File: src/rtl/ram_bus_controller_pkg.sv
// Shared constants for the RAM bus controller: width defaults, MMIO register
// offsets and the controller state encoding.
package ram_bus_controller_pkg;

    localparam int ADDR_W_DEF    = 12;
    localparam int DATA_W_DEF    = 16;
    localparam int MMIO_BASE_DEF = 110;

    localparam logic [2:0] MMIO_TUBE   = 3'd0;
    localparam logic [2:0] MMIO_BTNS   = 3'd1;
    localparam logic [2:0] MMIO_IR_HI  = 3'd2;
    localparam logic [2:0] MMIO_IR_LO  = 3'd3;
    localparam logic [2:0] MMIO_IR_NEW = 3'd4;

    typedef enum logic [1:0] {
        ST_IDLE      = 2'd0,
        ST_READ_WAIT = 2'd1,
        ST_CLEAR     = 2'd2
    } state_e;

endpackage

File: src/rtl/ram_clear_seq.sv
// Address sequencer for the RAM clear sweep: counts 0..2^ADDR_W-1 and flags
// the final address so the controller can leave the clear state.
module ram_clear_seq #(
    parameter int ADDR_W = 12
) (
    input  logic              clk,
    input  logic              res,
    input  logic              start_i,
    input  logic              en_i,
    output logic [ADDR_W-1:0] cnt_o,
    output logic              last_o
);

    logic [ADDR_W-1:0] cnt_q;
    logic [ADDR_W-1:0] cnt_d;

    // Next count: restart on start, step while sweeping, otherwise hold.
    always_comb begin
        cnt_d = cnt_q;
        if (start_i) begin
            cnt_d = '0;
        end else if (en_i) begin
            cnt_d = cnt_q + ADDR_W'(1);
        end else begin
            cnt_d = cnt_q;
        end
    end

    // Counter register.
    always_ff @(posedge clk or negedge res) begin
        if (!res) begin
            cnt_q <= '0;
        end else begin
            cnt_q <= cnt_d;
        end
    end

    assign cnt_o  = cnt_q;
    assign last_o = en_i && (cnt_q == '1);

endmodule

File: src/rtl/ram_bus_controller.sv
// CPU-to-RAM bus controller with a small MMIO window (tube, buttons, IR) and a
// full-RAM clear sweep. Define IR_CAPTURE_EN to enable the IR capture registers.
module ram_bus_controller
    import ram_bus_controller_pkg::*;
#(
    parameter int ADDR_W    = ADDR_W_DEF,
    parameter int DATA_W    = DATA_W_DEF,
    parameter int MMIO_BASE = MMIO_BASE_DEF
) (
    input  logic              clk,
    input  logic              res,
    input  logic              cpu_sel,
    input  logic              cpu_load,
    input  logic [ADDR_W-1:0] cpu_addr,
    input  logic [DATA_W-1:0] cpu_wdata,
    output logic [DATA_W-1:0] cpu_rdata,
    output logic              cpu_stall,
    input  logic              cpu_clr,
    output logic [ADDR_W-1:0] ram_addr,
    output logic [DATA_W-1:0] ram_wdata,
    output logic              ram_we,
    input  logic [DATA_W-1:0] ram_q,
    input  logic [3:0]        btns,
    input  logic [31:0]       ir_code,
    input  logic              ir_valid,
    output logic [DATA_W-1:0] tube_value
);

    localparam logic [ADDR_W:0] MMIO_LO = (ADDR_W+1)'(MMIO_BASE);
    localparam logic [ADDR_W:0] MMIO_HI = (ADDR_W+1)'(MMIO_BASE + 4);

    state_e            state_q, state_d;
    logic [DATA_W-1:0] rdata_q, rdata_d;
    logic [DATA_W-1:0] tube_q, tube_d;
    logic              clr_start_s;
    logic              clr_en_s;
    logic              clr_last_s;
    logic [ADDR_W-1:0] clr_cnt_s;
    logic              we_s;
    logic [ADDR_W-1:0] addr_s;
    logic [DATA_W-1:0] wdata_s;
    logic              mmio_hit_s;
    logic [2:0]        mmio_off_s;
    logic              ir_rd_new_s;
    logic [15:0]       ir_hi_s;
    logic [15:0]       ir_lo_s;
    logic              ir_new_s;

    assign mmio_hit_s = ({1'b0, cpu_addr} >= MMIO_LO) && ({1'b0, cpu_addr} <= MMIO_HI);
    assign mmio_off_s = 3'(cpu_addr - MMIO_LO[ADDR_W-1:0]);
    assign clr_en_s   = (state_q == ST_CLEAR);

    ram_clear_seq #(
        .ADDR_W (ADDR_W)
    ) u_clear_seq (
        .clk     (clk),
        .res     (res),
        .start_i (clr_start_s),
        .en_i    (clr_en_s),
        .cnt_o   (clr_cnt_s),
        .last_o  (clr_last_s)
    );

    // Next state, RAM port drive and register updates; a clear request in IDLE
    // takes priority over any access presented in the same cycle.
    always_comb begin
        state_d     = state_q;
        rdata_d     = rdata_q;
        tube_d      = tube_q;
        clr_start_s = 1'b0;
        we_s        = 1'b0;
        addr_s      = cpu_addr;
        wdata_s     = cpu_wdata;
        ir_rd_new_s = 1'b0;
        case (state_q)
            ST_IDLE: begin
                if (cpu_clr) begin
                    state_d     = ST_CLEAR;
                    clr_start_s = 1'b1;
                end else if (cpu_sel) begin
                    if (mmio_hit_s) begin
                        if (cpu_load) begin
                            case (mmio_off_s)
                                MMIO_TUBE:   rdata_d = tube_q;
                                MMIO_BTNS:   rdata_d = DATA_W'(btns);
                                MMIO_IR_HI:  rdata_d = DATA_W'(ir_hi_s);
                                MMIO_IR_LO:  rdata_d = DATA_W'(ir_lo_s);
                                MMIO_IR_NEW: begin
                                    rdata_d     = DATA_W'(ir_new_s);
                                    ir_rd_new_s = 1'b1;
                                end
                                default:     rdata_d = rdata_q;
                            endcase
                        end else if (mmio_off_s == MMIO_TUBE) begin
                            tube_d = cpu_wdata;
                        end else begin
                            tube_d = tube_q;
                        end
                    end else if (cpu_load) begin
                        state_d = ST_READ_WAIT;
                    end else begin
                        we_s = 1'b1;
                    end
                end else begin
                    state_d = ST_IDLE;
                end
            end
            ST_READ_WAIT: begin
                rdata_d = ram_q;
                state_d = ST_IDLE;
            end
            ST_CLEAR: begin
                addr_s  = clr_cnt_s;
                wdata_s = '0;
                we_s    = 1'b1;
                if (clr_last_s) begin
                    state_d = ST_IDLE;
                end else begin
                    state_d = ST_CLEAR;
                end
            end
            default: begin
                state_d = ST_IDLE;
            end
        endcase
    end

    // Controller state and CPU-visible registers.
    always_ff @(posedge clk or negedge res) begin
        if (!res) begin
            state_q <= ST_IDLE;
            rdata_q <= '0;
            tube_q  <= '0;
        end else begin
            state_q <= state_d;
            rdata_q <= rdata_d;
            tube_q  <= tube_d;
        end
    end

`ifdef IR_CAPTURE_EN
    logic        ir_valid_q;
    logic [15:0] ir_hi_q, ir_hi_d;
    logic [15:0] ir_lo_q, ir_lo_d;
    logic        ir_new_q, ir_new_d;
    logic        ir_rise_s;

    assign ir_rise_s = ir_valid && !ir_valid_q;

    // Latch the code on an ir_valid rising edge; a new code beats a same-cycle read-clear.
    always_comb begin
        ir_hi_d  = ir_hi_q;
        ir_lo_d  = ir_lo_q;
        ir_new_d = ir_new_q;
        if (ir_rise_s) begin
            ir_hi_d  = ir_code[31:16];
            ir_lo_d  = ir_code[15:0];
            ir_new_d = 1'b1;
        end else if (ir_rd_new_s) begin
            ir_new_d = 1'b0;
        end else begin
            ir_new_d = ir_new_q;
        end
    end

    // IR capture registers.
    always_ff @(posedge clk or negedge res) begin
        if (!res) begin
            ir_valid_q <= 1'b0;
            ir_hi_q    <= 16'h0000;
            ir_lo_q    <= 16'h0000;
            ir_new_q   <= 1'b0;
        end else begin
            ir_valid_q <= ir_valid;
            ir_hi_q    <= ir_hi_d;
            ir_lo_q    <= ir_lo_d;
            ir_new_q   <= ir_new_d;
        end
    end

    assign ir_hi_s  = ir_hi_q;
    assign ir_lo_s  = ir_lo_q;
    assign ir_new_s = ir_new_q;
`else
    logic unused_ir_s;

    assign unused_ir_s = ^{ir_code, ir_valid, ir_rd_new_s};
    assign ir_hi_s     = 16'h0000;
    assign ir_lo_s     = 16'h0000;
    assign ir_new_s    = 1'b0;
`endif

    // The write strobe is gated by reset so nothing reaches the RAM while res is low.
    assign ram_we     = we_s && res;
    assign ram_addr   = addr_s;
    assign ram_wdata  = wdata_s;
    assign cpu_stall  = (state_q != ST_IDLE);
    assign cpu_rdata  = rdata_q;
    assign tube_value = tube_q;

endmodule

File: config.mk
export PLATFORM = sky130hd
export DESIGN_NAME = ram_bus_controller
export DESIGN_NICKNAME = d
export VERILOG_FILES = /design/src/rtl/ram_bus_controller_pkg.sv /design/src/rtl/ram_clear_seq.sv /design/src/rtl/ram_bus_controller.sv
export SDC_FILE = /design/constraint.sdc
export NUM_CORES = 1
export LEC_CHECK = 0
export BUFFER_PORTS_ARGS = -buffer_cell sky130_fd_sc_hd__buf_2
export CORE_MARGIN = 4
export CORE_UTILIZATION = 35
export DETAILED_ROUTE_END_ITERATION = 8
export PLACE_DENSITY = 0.66
export SLEW_MARGIN = 30
export SYNTH_ARGS = -nofsm -noshare
export SYNTH_HDL_FRONTEND = slang
export SYNTH_SLANG_ARGS = --single-unit
File: constraint.sdc
create_clock -name clk -period 4 [get_ports clk]
set_clock_uncertainty 0.05 [all_clocks]
set_input_delay 0.8 -clock clk [delete_from_list [all_inputs] [get_ports clk]]
set_output_delay 0.8 -clock clk [all_outputs]
set_load 0.02 [all_outputs]
==> impl_metrics.ini <==
[worst_hold_path]
holdPathStages = 2
hold_class = flop to flop

[final_layout]
fin_nets = 483
final_common_cell = buf_2
num_antenna_cells = 0
drive_gt1_frac = 0.394
finalInstanceArea_sq_um = 3350
area.growth.synth_to_final_pct = 28.2
mostFrequentLayoutCells = buf_2 (114), nand2_1 (60), nand3_1 (51), dfrtp_1 (46), and2_1 (18)

[power]
p_per_area_nw_per_um2 = 543
vdd_drop_max_mv = 0.357
p_leak_uw = 0.00182

[worst_setup_path]
crit_required_ns = 3.15
worst-path-stages = 8
reg2reg_depth = 6
start_kind = primary input
cp_max_fo = 8
cpMaxStageDelayCell = nor3b_1
arrival_ns = 2.22
cp_common_cell = buf_2
cp-end-kind = primary output
cp_cell_sequence = buf_2 > ha_1 > nor2b_2 > o21ai_2 > a21o_1 > a31oi_1 > nor3b_1 > buf_2
max_stage_delay_ns = 0.25
path_buf_inv = 2
critical-path-top-delay-family = compound AO/OA/AOI/OAI gates
crit_type = primary input to primary output

[route]
drc = 0
routed-wl-met3_um = 510
routed.top_layer = met4
vias = 2490
dr.pass1.iters = 4
postRouteAntennaNets = 0
avgRoutedWirePerCell_um = 14.9
routed_via_density = 5.03
dr_wl_met2_um = 3510
drt_iter0_drc = 104
wl_met1_um = 3260
finalWirelength_um = 7360

[sta]
setup_ws_ns = 0.931
finalHoldViolCount = 0
tns_ns = 0
final_max_slew_viol_count = 0
finalSetupViolCount = 0
worst_pin_slew_ns = 0.746
finalCritPeriodShare = 0.767
grt_setup_unrepaired = false
max_slew_margin = 0.502
timing.fmax_ghz = 0.326
min_period_ns = 3.07

[placed_design]
globalplace.congestion = 0.818
dp_slack_ns = 0.943
placed_area_sq_um = 3240
hpwl_um = 5530
port_buffers = 114

[die]
core_area_sq_um = 7250
ioPinCount = 148
die_w_um = 94.4
row_count = 31
fp.dieH_um = 94.4
start_util = 0.361
die_area_sq_um = 8920

[yosys]
syn_nets = 377
yosysSeqAreaShare = 0.440
synth_top_area_frac = 0.440
synth_edf_count = 0
syn_area_sq_um = 2620
yosys.area.top_type = dfrtp_1
synthTopCellsByArea = dfrtp_1 (44%), nand3_1 (9.8%), nand2_1 (8.6%)
synthFlopType = dfrtp_1
netlist_instances = 289
syn_avg_cell_area_sq_um = 9.05
yosysWarnings = 0
synth_cell_types = 44
synth-seq-cells = 46
synth-async-reset-ratio = 1.00

[global_route]
grt_pass1_vias = 2427
grt_first_pass_wirelength_um = 11700
grt_max_degree = 47
grt_usage = 0.166
antenna_found_initial = 0
overflow = 0

[clock_tree]
cts_setup_buffers = 0
clkTransAtPathRegs_ns = 0.09
cts.repair.resized = 0
clock_path_buffers = 2
h-tree-depth = 2
cts_buffers = 5
cts_root_buf = clkbuf_8
clkLatencyLatePin_ns = 0.30
cts_sinks = 46
hold_buffers = 0
cts_tree = built

[run]
drv_cap = 0

[outcome]
outcome = finished clean
## synth_stat cells (all sizes together) (2+ instances only)
| master | count |
|---|---|
| nor3b | 3 |
| nor2 | 9 |
| or3 | 4 |
| nand2 | 60 |
| a31oi | 2 |
| mux2 | 20 |
| clkbuf | 11 |
| and3 | 5 |
| o21ai | 15 |
| and4bb | 2 |
| buf | 7 |
| and2 | 18 |
| dfrtp | 46 |
| nand2b | 2 |
| o31ai | 2 |
| xnor2 | 2 |
| inv | 4 |
| nand3 | 51 |
| nand4 | 4 |
| a32oi | 4 |
| nor2b | 3 |
| ha | 2 |
## where the power goes
group | internal (uW) | total (uW) | switching (uW) | leakage, uW
logic | 285 | 824 | 540 | 0.00114
clock network | 187 | 352 | 165 | 0.0000585
registers | 566 | 645 | 79.8 | 0.000623
## registers in the layout, indices dropped and copies added, names as in the netlist
signal / flops
cpu_rdata: 16
state_q: 2
tube_value: 16
u_clear_seq.cnt_o: 12
## stage by stage
stage                     total power [uW]  utilization  instances  hold slack, ns
final                                 1820        0.462        495           0.467
after global routing                  1950        0.462        495           0.494
after CTS                             1850        0.462        495           0.472
after detailed placement              1490        0.446        487           0.450
after global placement                1470        0.446        487           0.446
after floorplan                       1190            -        289           0.425
## worst paths after layout
kind / start / endpoint / slack [ns]
setup reg to reg: state_q[1] / u_clear_seq.cnt_o[11] / 1.80
max in group asynchronous: res / tube_value[15] / 2.88
min in group asynchronous: res / cpu_rdata[7] / 0.61
hold / removal: cpu_rdata[4] / cpu_rdata[4] / 0.47
setup / recovery: cpu_addr[1] / ram_we / 0.93
hold reg to reg: cpu_rdata[4] / cpu_rdata[4] / 0.47
## worst reg2reg max path, delay by kind of cell (launching register included)
family	cells	cell delay, ns
xor+xnor	1	0.17
simple gates	4	1.13
buf+inv	1	0.30
flops	1	0.45
## layout make-up
type	count	area, sq um
Clock buffer	5	68.8
Clock inverter	3	43.8
Fill cell	738	3900
Inverter	4	15.0
Multi-Input combinational cell	221	1360
Sequential cell	46	1150
Tap cell	99	124
Timing Repair Buffer	117	593
## routing by layer
metal / up-vias / GRT usage
li1: 1219 / -
met5: - / 0
met2: 98 / 0.285
met1: 1168 / 0.216
met3: 5 / 0.0271
met4: 0 / 0.0433
## kinds of logic after synthesis
family          synth area share
xor+xnor                  0.0100
compound gates            0.0756
buf+inv                   0.0440
flops                      0.440
fa+ha+maj                0.00957
mux                        0.100
simple gates               0.320
Note: power is estimated with default switching activity, not from simulation.
